==> src/rtl/freq_to_voltage_pkg.sv <==
// ============================================================================
// Module : freq_to_voltage_pkg
// Brief  : Shared FSM state type, widths and scale constants for freq_to_voltage.
// Rev    : 1.0 - initial release
// ============================================================================
`default_nettype none

package freq_to_voltage_pkg;

   localparam int c_cnt_w      = 32;
   localparam int c_full_scale = 32767;

   typedef enum logic [1:0] {
      WAIT_FIRST = 2'd0,
      MEASURE    = 2'd1,
      DIVIDE     = 2'd2
   } state_t;

   // sel=0: K = clock_rate*full_scale/f_hz ; sel=1: TIMEOUT = clock_rate/f_hz
   function automatic logic [c_cnt_w-1:0] calc_scale_const(input int clock_rate,
                                                           input int f_hz,
                                                           input logic sel);
      logic [63:0] v;
      if (sel)
         v = 64'(clock_rate) / 64'(f_hz);
      else
         v = (64'(clock_rate) * 64'(c_full_scale)) / 64'(f_hz);
      return v[c_cnt_w-1:0];
   endfunction

endpackage

`default_nettype wire

==> src/rtl/freq_to_voltage_divider.sv <==
// ============================================================================
// Module : unsigned_divider_32
// Brief  : 32-cycle restoring divider; done pulses one clk after the last step.
// Rev    : 1.0 - initial release
// ============================================================================
`default_nettype none

module unsigned_divider_32 (
   input  logic        clk,
   input  logic        reset_n,
   input  logic        start,
   input  logic [31:0] dividend,
   input  logic [31:0] divisor,
   output logic [31:0] quotient,
   output logic        done
);

   logic        r_busy;
   logic [4:0]  r_step;
   logic [31:0] r_rem;
   logic [31:0] r_quo;
   logic [31:0] r_div;
   logic        r_done;
   logic [32:0] w_shift;
   logic [32:0] w_diff;

   // Bit 32 of the difference is the borrow: set when the shifted remainder < divisor
   assign w_shift = {r_rem, r_quo[31]};
   assign w_diff  = w_shift - {1'b0, r_div};

   always_ff @(posedge clk) begin
      if (!reset_n) begin
         r_busy <= 1'b0;
         r_step <= 5'd0;
         r_rem  <= 32'd0;
         r_quo  <= 32'd0;
         r_div  <= 32'd0;
         r_done <= 1'b0;
      end else begin
         r_done <= 1'b0;
         if (start) begin
            r_busy <= 1'b1;
            r_step <= 5'd0;
            r_rem  <= 32'd0;
            r_quo  <= dividend;
            r_div  <= divisor;
         end else if (r_busy) begin
            if (!w_diff[32]) begin
               r_rem <= w_diff[31:0];
               r_quo <= {r_quo[30:0], 1'b1};
            end else begin
               r_rem <= w_shift[31:0];
               r_quo <= {r_quo[30:0], 1'b0};
            end
            r_step <= r_step + 5'd1;
            if (r_step == 5'd31) begin
               r_busy <= 1'b0;
               r_done <= 1'b1;
            end
         end
      end
   end

   assign quotient = r_quo;
   assign done     = r_done;

endmodule

`default_nettype wire

==> src/rtl/freq_to_voltage.sv <==
// ============================================================================
// Module : freq_to_voltage
// Brief  : Measures the period of a square-ish audio wave and outputs a CV
//          proportional to its frequency. Optional FREQ_TO_VOLTAGE_SMOOTH_EN
//          adds a first-order slew of out toward the measured target.
// Rev    : 1.0 - initial release
// ============================================================================
`default_nettype none

module freq_to_voltage #(
   parameter int CLOCK_RATE = 50000000,
   parameter int F_FULL_HZ  = 4000,
   parameter int F_MIN_HZ   = 20,
   parameter int HI_TH      = 16384,
   parameter int LO_TH      = 8192
) (
   input  logic               clk,
   input  logic               reset_n,
   input  logic               audio_clk_en,
   input  logic signed [15:0] in,
   output logic signed [15:0] out,
   output logic               valid,
   output logic               locked
);

   import freq_to_voltage_pkg::*;

   localparam logic [c_cnt_w-1:0] c_k       = calc_scale_const(CLOCK_RATE, F_FULL_HZ, 1'b0);
   localparam logic [c_cnt_w-1:0] c_timeout = calc_scale_const(CLOCK_RATE, F_MIN_HZ, 1'b1);
   localparam logic signed [15:0] c_hi      = 16'(HI_TH);
   localparam logic signed [15:0] c_lo      = 16'(LO_TH);

   state_t               r_state;
   logic                 r_cmp;
   logic [c_cnt_w-1:0]   r_count;
   logic [c_cnt_w-1:0]   r_period;
   logic [c_cnt_w-1:0]   r_pend_period;
   logic                 r_pend;
   logic                 r_start;
   logic signed [15:0]   r_out;
   logic                 r_valid;
   logic                 r_locked;
   logic [31:0]          w_quotient;
   logic                 w_done;
   logic                 w_edge;
   logic                 w_active;
   logic                 w_timeout;
   logic signed [15:0]   w_sat;
`ifdef FREQ_TO_VOLTAGE_SMOOTH_EN
   logic signed [15:0]   r_target;
   logic signed [16:0]   w_delta;
   logic signed [16:0]   w_step;
`endif

   assign w_edge    = audio_clk_en && !r_cmp && (in >= c_hi);
   assign w_active  = (r_state != WAIT_FIRST);
   assign w_timeout = w_active && (r_count == c_timeout);
   assign w_sat     = (w_quotient > 32'(c_full_scale)) ? 16'(c_full_scale) : w_quotient[15:0];

`ifdef FREQ_TO_VOLTAGE_SMOOTH_EN
   assign w_delta = {r_target[15], r_target} - {r_out[15], r_out};
   assign w_step  = w_delta >>> 3;
`endif

   unsigned_divider_32 u_div (
      .clk      (clk),
      .reset_n  (reset_n),
      .start    (r_start),
      .dividend (c_k),
      .divisor  (r_period),
      .quotient (w_quotient),
      .done     (w_done)
   );

   always_ff @(posedge clk) begin
      if (!reset_n) begin
         r_state       <= WAIT_FIRST;
         r_cmp         <= 1'b0;
         r_count       <= '0;
         r_period      <= '0;
         r_pend_period <= '0;
         r_pend        <= 1'b0;
         r_start       <= 1'b0;
         r_out         <= 16'sd0;
         r_valid       <= 1'b0;
         r_locked      <= 1'b0;
`ifdef FREQ_TO_VOLTAGE_SMOOTH_EN
         r_target      <= 16'sd0;
`endif
      end else begin
         r_valid <= 1'b0;
         r_start <= 1'b0;
         if (audio_clk_en) begin
            if (in >= c_hi)
               r_cmp <= 1'b1;
            else if (in < c_lo)
               r_cmp <= 1'b0;
         end
         // Timeout wins over an edge seen on the same cycle
         if (w_timeout) begin
            r_state  <= WAIT_FIRST;
            r_count  <= '0;
            r_pend   <= 1'b0;
            r_locked <= 1'b0;
            r_valid  <= 1'b1;
`ifdef FREQ_TO_VOLTAGE_SMOOTH_EN
            r_target <= 16'sd0;
`else
            r_out    <= 16'sd0;
`endif
         end else begin
            if (w_edge)
               r_count <= c_cnt_w'(1);
            else if (w_active)
               r_count <= r_count + c_cnt_w'(1);
            case (r_state)
               WAIT_FIRST: begin
                  if (w_edge)
                     r_state <= MEASURE;
               end
               MEASURE: begin
                  if (w_edge) begin
                     r_period <= r_count;
                     r_start  <= 1'b1;
                     r_state  <= DIVIDE;
                  end
               end
               DIVIDE: begin
                  if (w_done) begin
`ifdef FREQ_TO_VOLTAGE_SMOOTH_EN
                     r_target <= w_sat;
`else
                     r_out    <= w_sat;
`endif
                     r_valid  <= 1'b1;
                     r_locked <= 1'b1;
                     if (w_edge) begin
                        r_period <= r_count;
                        r_start  <= 1'b1;
                        r_pend   <= 1'b0;
                     end else if (r_pend) begin
                        r_period <= r_pend_period;
                        r_start  <= 1'b1;
                        r_pend   <= 1'b0;
                     end else begin
                        r_state  <= MEASURE;
                     end
                  end else if (w_edge) begin
                     r_pend        <= 1'b1;
                     r_pend_period <= r_count;
                  end
               end
               default: r_state <= WAIT_FIRST;
            endcase
         end
`ifdef FREQ_TO_VOLTAGE_SMOOTH_EN
         if (audio_clk_en)
            r_out <= r_out + w_step[15:0];
`endif
      end
   end

   assign out    = r_out;
   assign valid  = r_valid;
   assign locked = r_locked;

endmodule

`default_nettype wire

==> config.mk <==
export PLATFORM = sky130hd
export DESIGN_NAME = freq_to_voltage
export DESIGN_NICKNAME = d
export VERILOG_FILES = /design/src/rtl/freq_to_voltage_pkg.sv /design/src/rtl/freq_to_voltage_divider.sv /design/src/rtl/freq_to_voltage.sv
export SDC_FILE = /design/constraint.sdc
export NUM_CORES = 1
export LEC_CHECK = 0
export ABC_AREA = 1
export BUFFER_PORTS_ARGS = -buffer_cell sky130_fd_sc_hd__buf_2
export CAP_MARGIN = 20
export CORE_MARGIN = 3
export CORE_UTILIZATION = 24
export DETAILED_ROUTE_END_ITERATION = 10
export RECOVER_POWER = 25
export SYNTH_ARGS = -nofsm -noshare
export SYNTH_HDL_FRONTEND = slang
export SYNTH_SLANG_ARGS = --single-unit
==> constraint.sdc <==
create_clock -name clk -period 3.2 [get_ports clk]
set_clock_uncertainty 0.15 [all_clocks]
set_input_delay 0.32 -clock clk [delete_from_list [all_inputs] [get_ports clk]]
set_output_delay 0.32 -clock clk [all_outputs]
set_load 0.03 [all_outputs]
==> results of run 1 <==
[metrics by stage]
step | total power, mW | hold WS (ps)
CTS | 6.29 | 6.88
floorplan | 3.29 | 287
detailed placement | 3.43 | 288
finish | 6.20 | 44.4
global placement | 3.42 | 286
global route | 6.47 | 30.7
[report_power, final]
part | internal [mW] | switching (mW) | total, mW
sequential | 2.78 | 0.0115 | 2.79
clock | 1.68 | 1.16 | 2.84
combinational | 0.178 | 0.399 | 0.577
[how the worst max path moves through the flow]
stage                             from               to  slack [ps]  depth (start not counted)
floorplan           u_div.quotient[31]  u_div.r_rem[10]         750                         17
global placement    u_div.quotient[31]   u_div.r_rem[7]         330                         18
detailed placement  u_div.quotient[31]  u_div.r_rem[19]         320                         18
CTS                 u_div.quotient[31]  u_div.r_rem[19]         290                         18
global route        u_div.quotient[31]   u_div.r_rem[0]          40                         18
finish              u_div.quotient[31]  u_div.r_rem[19]         310                         18
[critical path: cells and delay by family, from the launching register on]
kind / cells / cell delay (ps)
flops: 1 / 340
simple gates: 12 / 1190
compound gates: 1 / 70
buf+inv: 3 / 350
fa+ha+maj: 2 / 620
[sequential cells by signal (all words and copies together) (netlist names)]
name,count
valid,1
r_state,2
u_div.r_rem,32
u_div.quotient,32
locked,1
r_count,32
r_pend_period,32
u_div.done,1
r_cmp,1
u_div.r_step,5
r_start,1
u_div.r_busy,1
u_div.r_div,32
out,16
r_period,32
r_pend,1
[metal layers]
| metal | vias to the layer above | GRT usage | part of all wire |
|---|---|---|---|
| met5 | - | 0 | 0 |
| met4 | 0 | 0.0245 | 0.017 |
| met3 | 40 | 0.0122 | 0.041 |
| met2 | 186 | 0.185 | 0.46 |
| met1 | 4918 | 0.152 | 0.48 |
| li1 | 5609 | - | - |
[cell families (layout without fill, tap and decap cells)]
group | after synthesis | count (layout) | share of synthesized area
buf+inv | 333 | 347 | 0.112
flops | 222 | 222 | 0.374
mux | 32 | 32 | 0.0303
compound gates | 307 | 307 | 0.138
simple gates | 769 | 769 | 0.280
fa+ha+maj | 40 | 40 | 0.0428
xor+xnor | 32 | 32 | 0.0236
[final cells by class]
| type | instances | area (µm²) |
|---|---|---|
| fillers | 5294 | 34900 |
| clock inverters | 9 | 86.3 |
| flip-flops and latches | 222 | 4450 |
| repair buffers | 45 | 264 |
| well taps | 656 | 821 |
| inverters | 258 | 973 |
| clock buffers | 35 | 733 |
| multi-input cells | 1180 | 6120 |
[layout by cell type, fill, tap and decap left out, types with 3 or more instances in the layout]
master and count:
a211oi_1 4, a21oi_1 183, a221oi_1 10, a31oi_1 3, buf_2 5, buf_4 16, clkbuf_1 24, clkbuf_16 25
clkbuf_8 7, clkinv_2 3, dfxtp_1 221, ha_1 39, inv_1 250, inv_2 6, inv_6 4, mux2_2 32
nand2_1 445, nand2_2 4, nand3_1 72, nand3b_1 21, nand4_1 51, nor2_1 126, nor3_1 22, nor3_2 3
nor4_1 12, o21ai_0 95, o221a_2 6, or2_2 3, xnor2_1 7, xor2_1 25
==> impl_metrics.yaml, run 1 <==
pwr:
  p_leak_nw: 5.59
  power.density_nw_per_um2: 462
  ir_drop_mv: 0.429
yosys:
  synthesis.area_um2: 11900
  ys_seq_area_frac: 0.374
  synth_ff_type: "dfxtp_1"
  synth_top_area_cell: "dfxtp_1"
  avgSynthCellArea_um2: 6.85
  ys_top_cells_by_area: "dfxtp_1 37%, nand2_1 14%, inv_1 7.9%"
  syn_inst: 1735
  synth_edf_count: 0
  synthArstFlopShare: 0
  yosys.cell_types.count: 43
  ys_ff_latch: 222
  synth_top_area_share: 0.374
  synth_commonest_cells: "445 x nand2_1, 250 x inv_1, 222 x dfxtp_1"
  synth_nets: 1794
  ys.warnings.count: 0
  yosysMostFrequentCell: "nand2_1"
sta:
  rsz0062_at_grt: "no"
  tightestPinTransition_ps: 885
  tns_ps: 0
  fin_ws_ps: 313
  drv_slew: 0
  max-slew-margin-rel: 0.409
  finalHoldViolCount: 0
  period_share: 0.902
  setup_viol: 0
  timing.fmax_ghz: 0.346
  fin_crit_ps: 2890
route:
  first_pass_iters: 5
  antenna_left: 0
  first_iter_violations: 597
  drt-total-wl_um: 29500
  viasPerCell: 4.47
  post_drt_wl_per_cell_um: 12.3
  drcViolationCount: 0
  vias: 10800
place:
  placed_cell_area_um2: 12600
  dp_cells: 2359
  place_hpwl_um: 21300
  place_ws_ps: 317
  port_buffers: 23
  place_congestion: 0.875
clock_tree:
  clk_pin_slew_ps: 60
  cts_resized: 0
  cts_sinks: 222
  h-tree-depth: 1
  cts_hold_buf: 2
  cts_root_buf: "clkbuf_16"
  numCtsBuffers: 25
  post_cts_buffers: 0
  worstSkewPairLatency_ps: 520
  tritoncts: "done"
  clock_path_buffers: 3
floorplanning:
  start_util: 0.246
  fp.dieArea_um2: 52200
  row_count: 80
  core_um2: 48300
  pin_count: 37
  die-width_um: 229
  die-height_um: 229
critical_path:
  rr_worst_depth: 18
  arrival_ps: 3090
  critPathLaunchType: "flip-flop"
  critPathKind: "flip-flop to flip-flop"
  cp_common_cell: "nand2_1"
  end_kind: "flip-flop"
  worst-path-max-fanout: 21
  worst_path_max_delay_cell: "fa_1"
  r2r-end: "u_div.r_rem[19]"
  slowest_delay_ps: 410
  crit_chain: "inv_1 -> ha_1 -> fa_1 -> inv_1 -> nand2_1 -> nand2_1 -> nand3_1 -> nand2_1 -> nand2_1 -> nand2_2 -> nand2_1 -> nand2_1 -> nand2_1 -> nand2_2 -> buf_12 -> nand2_1 -> nand3_1 -> a21oi_1"
  r2r_slack_ps: 310
  r2r-start: "u_div.quotient[31]"
  cp_data_required_time_ps: 3410
worst_hold_path:
  hp-class: "input pin to flip-flop"
  hold_depth: 4
  hold_end: "r_cmp"
  min_from: "in[15]"
global_route:
  grt-ovfl-total: 0
  grt_max_degree: 55
  grt_pass1_wl_um: 49700
  gr-usage-all-layers: 0.110
  first_global_vias: 10100
  grt_antenna_before_repair: 0
final_layout:
  nets: 1791
  antenna_cells: 0
  drive_above_1_share: 0.0715
  stdcell_count: 2405
  post-route-util: 0.278
  area_delta_synth_final_pct: 13.1
  design_area_um2: 13400
flow_run:
  cap_violations: 0
status:
  outcome: "complete, no violations"
No activity file was read; power rests on OpenSTA's default activity.
==> inputs of run 2 (changes only) <==
- CELL_PAD_IN_SITES_DETAIL_PLACEMENT: unset -> 1
- CELL_PAD_IN_SITES_GLOBAL_PLACEMENT: unset -> 1
- PLACE_DENSITY_LB_ADDON: unset -> 0.1
==> run 2 against run 1 <==
  * Critical endpoint is now u_div.r_rem[27]
  * Fmax is 3.3% lower
  * Clock power is 18% higher
  * Clock-buffer cell count is 2 higher
  * Power is 10% higher
  * Utilization is 0.70 points higher
  * Largest cell class unchanged
  * Cell area is 2.5% higher
  * Critical path type unchanged
  * Die area stayed put
==> impl_metrics.yaml, run 2 (synthesis results as in run 1) <==
sta:
  tightestPinTransition_ps: 1100
  timing.fmax_ghz: 0.335
  fin_crit_ps: 2990
  setup_viol: 0
  finalHoldViolCount: 0
  max-slew-margin-rel: 0.265
  drv_slew: 0
  rsz0062_at_grt: "no"
  period_share: 0.933
  tns_ps: 0
  fin_ws_ps: 213
global_route:
  grt_max_degree: 59
  grt-ovfl-total: 0
  grt_antenna_before_repair: 0
  gr-usage-all-layers: 0.150
  grt_pass1_wl_um: 63800
  first_global_vias: 11100
pwr:
  p_sw_mw: 1.81
  seq_power_share: 0.409
  p_sw_frac: 0.266
  p_leak_nw: 5.77
  ir_drop_mv: 0.374
  power.density_nw_per_um2: 495
  p_int_mw: 5.01
  clkPwrFrac: 0.492
  comb_power_share: 0.099
worst_hold_path:
  hp-class: "input pin to flip-flop"
floorplanning:
  core_um2: 48300
  pin_count: 37
  die-height_um: 229
  die-width_um: 229
  row_count: 80
  fp.dieArea_um2: 52200
  start_util: 0.246
route:
  drcViolationCount: 0
  first_iter_violations: 455
  post_drt_wl_per_cell_um: 16.4
  viasPerCell: 4.46
  drt-total-wl_um: 39900
  vias: 10800
  first_pass_iters: 7
  antenna_left: 0
critical_path:
  end_kind: "flip-flop"
  cp_data_required_time_ps: 3550
  critPathLaunchType: "flip-flop"
  arrival_ps: 3340
  worst-path-max-fanout: 20
  critPathKind: "flip-flop to flip-flop"
place:
  place_congestion: 0.772
  port_buffers: 23
  place_hpwl_um: 29500
  place_ws_ps: 96.7
clock_tree:
  numCtsBuffers: 29
  clock_path_buffers: 3
  cts_sinks: 222
  tritoncts: "done"
  worstSkewPairLatency_ps: 590
  cts_root_buf: "clkbuf_16"
  h-tree-depth: 1
  clk_pin_slew_ps: 60
final_layout:
  layout_common_cells: "443 x nand2_1, 249 x inv_1, 221 x dfxtp_1, 183 x a21oi_1, 126 x nor2_1"
  area_delta_synth_final_pct: 16.0
  mostFrequentLayoutCell: "nand2_1"
  drive_above_1_share: 0.0863
  antenna_cells: 0
  nets: 1812
status:
  outcome: "complete, no violations"
flow_run:
  cap_violations: 0
-- run 2: power groups by stage --
stage                     registers, mW  clock network (mW)  logic [mW]
after floorplan                    2.85                   0       0.444
after global placement             2.85                   0       0.642
after detailed placement           2.85                   0       0.647
after CTS                          2.79                3.49       0.653
after global routing               2.79                3.58       0.767
final                              2.79                3.36       0.673
-- run 2: repair_timing --
action,CTS,global route
hold endpoints to repair,3,0
setup endpoints to repair,0,33
resized for setup,0,6
buffers inserted,0,2
hold buffers,4,0
-- run 2: final cells by class --
type	count	area, µm²
clock inverters	14	170
repair buffers	61	415
fillers	6043	34600
multi-input cells	1181	6150
clock buffers	37	806
flip-flops and latches	222	4450
inverters	258	973
well taps	656	821
-- run 2: worst paths after layout --
path | startpoint | end | slack [ps] | depth (start not counted)
max reg2reg | u_div.quotient[31] | u_div.r_rem[27] | 210 | 17
min reg2reg | out[15] | out[15] | 300 | 2
min | in[15] | r_state[1] | 130 | 6
max | u_div.quotient[31] | u_div.r_rem[27] | 210 | 17
-- run 2: critical path: stages (launching register included) --
cell,delay [ps]
dfxtp_1,330
inv_1,70
ha_1,210
fa_1,410
inv_1,80
nand2_1,50
nand2_1,110
nand3_1,110
nand2_2,130
nand2_1,90
nand2_2,130
nand2_1,130
nand3_2,220
buf_6,280
nand3_1,100
nand2_1,80
nand2_1,50
a21oi_1,160
-- run 2: through the flow --
stage | instances | hold WS, ps | instance area [µm²] | utilization | total power [mW]
after floorplan | 1735 | 287 | 11900 | - | 3.29
after global placement | 2370 | 287 | 12700 | 0.263 | 3.49
after detailed placement | 2370 | 291 | 12700 | 0.263 | 3.50
after CTS | 2425 | 125 | 13700 | 0.284 | 6.93
after global routing | 2429 | 202 | 13800 | 0.285 | 7.14
final | 2429 | 132 | 13800 | 0.285 | 6.82
-- run 2: routing by layer --
layer | track usage | vias up | part of all wire
li1 | - | 5648 | -
met2 | 0.240 | 64 | 0.44
met3 | 0.0187 | 42 | 0.022
met4 | 0.0302 | 0 | 0.018
met5 | 0 | - | 0
met1 | 0.217 | 5086 | 0.52
==> inputs of run 3 (changes only) <==
==> constraint.sdc (replaced) <==
create_clock -name clk -period 3.2 [get_ports clk]
set_clock_uncertainty 0.15 [all_clocks]
set_input_delay 0.64 -clock clk [delete_from_list [all_inputs] [get_ports clk]]
set_output_delay 0.64 -clock clk [all_outputs]
set_load 0.03 [all_outputs]
==> run 3 against run 2 <==
  * Power rose by 4.4%
  * Sequential share of layout area shrank 0.11 points
  * Non-clock buffer count is 6 lower
  * Clock power rose by 9.5%
  * Flip-flop and latch count is the same
  * Combinational power shrank 3.4%
  * Global-route usage is 0.055 points lower
  * Die area unchanged
  * Worst hold slack better by 41 ps
  * Critical path depth increased by 2
  * Cell area increased by 0.33%
  * Sequential power barely moved
  * Critical path type unchanged
  * Critical endpoint is now u_div.r_rem[31]
  * Largest cell class unchanged
==> impl_metrics.yaml, run 3 (synthesis results as in run 1) <==
status:
  outcome: "complete, no violations"
floorplanning:
  pin_count: 37
  die-height_um: 229
  row_count: 80
  start_util: 0.246
  fp.dieArea_um2: 52200
  die-width_um: 229
  core_um2: 48300
route:
  antenna_left: 0
  post_drt_wl_per_cell_um: 16.3
  drt-total-wl_um: 39400
  drcViolationCount: 0
  first_pass_iters: 4
  vias: 10800
  first_iter_violations: 455
  viasPerCell: 4.45
sta:
  holdWs_ps: 173
  tns_ps: 0
  finalHoldViolCount: 0
  tightestPinTransition_ps: 1390
  max-slew-margin-rel: 0.0704
  timing.fmax_ghz: 0.344
  setup_viol: 0
  rsz0062_at_grt: "no"
  fin_crit_ps: 2910
  period_share: 0.909
  drv_slew: 0
pwr:
  p_total_mw: 7.12
  p_leak_nw: 5.80
  ir_drop_mv: 0.455
  power.density_nw_per_um2: 515
critical_path:
  worstSetupStartpoint: "u_div.quotient[31]"
  cp_data_required_time_ps: 3540
  cp_common_cell: "nand2_1"
  rr_worst_depth: 19
  worst_path_max_delay_cell: "fa_1"
  path_buf_inv: 3
  critical_path_depth: 19
  slowest_delay_ps: 430
  r2r-start: "u_div.quotient[31]"
  arrival_ps: 3250
  r2r_slack_ps: 290
  r2r-end: "u_div.r_rem[31]"
  worst-path-max-fanout: 19
  critPathTopFamily: "simple AND/OR/NAND/NOR gates"
  critPathLaunchType: "flip-flop"
  crit_chain: "inv_1 -> ha_1 -> fa_1 -> inv_1 -> nand2_1 -> nand2_1 -> nand3_1 -> nand2_2 -> nand2_1 -> nand2_2 -> nand2_1 -> nand2_1 -> nand2_1 -> nand2_4 -> buf_12 -> nand2_1 -> nand2_1 -> nand2_1 -> a21oi_1"
  end_kind: "flip-flop"
  critPathKind: "flip-flop to flip-flop"
  cp-endpoint: "u_div.r_rem[31]"
final_layout:
  area_delta_synth_final_pct: 16.3
  n_fill_cell: 5972
  mostFrequentLayoutCell: "nand2_1"
  regArea_um2: 4450
  layout_common_cells: "444 x nand2_1, 252 x inv_1, 221 x dfxtp_1, 183 x a21oi_1, 126 x nor2_1"
  design_area_um2: 13800
  antenna_cells: 0
  nets: 1804
  multi_input_area_um2: 6120
  drive_above_1_share: 0.0855
global_route:
  gr-usage-all-layers: 0.150
  grt_max_degree: 49
  grt_pass1_wl_um: 63400
  first_global_vias: 11100
  grt_antenna_before_repair: 0
  grt-ovfl-total: 0
clock_tree:
  cts_sinks: 222
  cts_root_buf: "clkbuf_16"
  tritoncts: "done"
  clock_path_buffers: 3
  clk_pin_slew_ps: 60
  post_cts_buffers: 0
  numCtsBuffers: 28
  h-tree-depth: 1
  worstSkewPairLatency_ps: 590
  cts_hold_buf: 0
place:
  placed_cell_area_um2: 12800
  place_congestion: 0.788
  place_hpwl_um: 29500
  port_buffers: 23
worst_hold_path:
  hp-class: "input pin to flip-flop"
flow_run:
  cap_violations: 0
[run 3: cell count changes in the layout (fill, tap and decap cells not counted), sizes merged]
cell	change
clkbuf	-10
clkinv	+1
inv	-2
buf	+4
nand2	-1
clkinvlp	+1
bufinv	+5
dlygate4sd3	-4
[run 3: area by class of cell]
type | count | share of cell area
Tap cell | 656 | 0.0594
Clock buffer | 33 | 0.0535
Timing Repair Buffer | 55 | 0.0274
Sequential cell | 222 | 0.322
Multi-Input combinational cell | 1180 | 0.443
Clock inverter | 19 | 0.0246
Inverter | 258 | 0.0704
[run 3: report_power, final]
group | internal (mW) | switching (mW) | leakage, nW
logic | 0.196 | 0.454 | 3.49
clock network | 2.31 | 1.37 | 0.520
registers | 2.78 | 0.00869 | 1.79
total | 5.29 | 1.83 | 5.80
[run 3: stage by stage]
step / std cells / utilization / setup slack [ps]
floorplan: 1735 / - / 752
global placement: 2371 / 0.264 / 145
detailed placement: 2371 / 0.264 / 116
CTS: 2423 / 0.286 / 85.9
global route: 2423 / 0.286 / 25.7
finish: 2423 / 0.286 / 290
[run 3: worst min path at each step]
stage	start	end	slack, ps	cells past startpoint
floorplan	r_period[10]	r_period[10]	290	2
global placement	out[15]	out[15]	280	2
detailed placement	out[15]	out[15]	290	2
CTS	audio_clk_en	r_cmp	130	3
global route	audio_clk_en	r_cmp	180	3
finish	audio_clk_en	r_cmp	170	3
[run 3: repair_timing]
action | in CTS | in global routing
hold endpoints to repair | 0 | 0
gates resized for setup | 0 | 3
setup endpoints to repair | 0 | 28
[run 3: worst reg2reg max path, stage by stage (launching register included)]
cell and delay (ps):
dfxtp_1 330, inv_1 70, ha_1 220, fa_1 430, inv_1 70, nand2_1 50
nand2_1 100, nand3_1 90, nand2_2 140, nand2_1 100, nand2_2 130, nand2_1 110
nand2_1 80, nand2_1 130, nand2_4 160, buf_12 180, nand2_1 70, nand2_1 50
nand2_1 50, a21oi_1 130
[run 3: routing by layer]
layer	up-vias	routed length (µm)	track usage	part of all wire
li1	5625	-	-	-
met1	5073	20900	0.221	0.53
met2	54	17000	0.235	0.43
met3	36	800	0.0189	0.020
met4	0	622	0.0258	0.016
met5	-	0	0	0
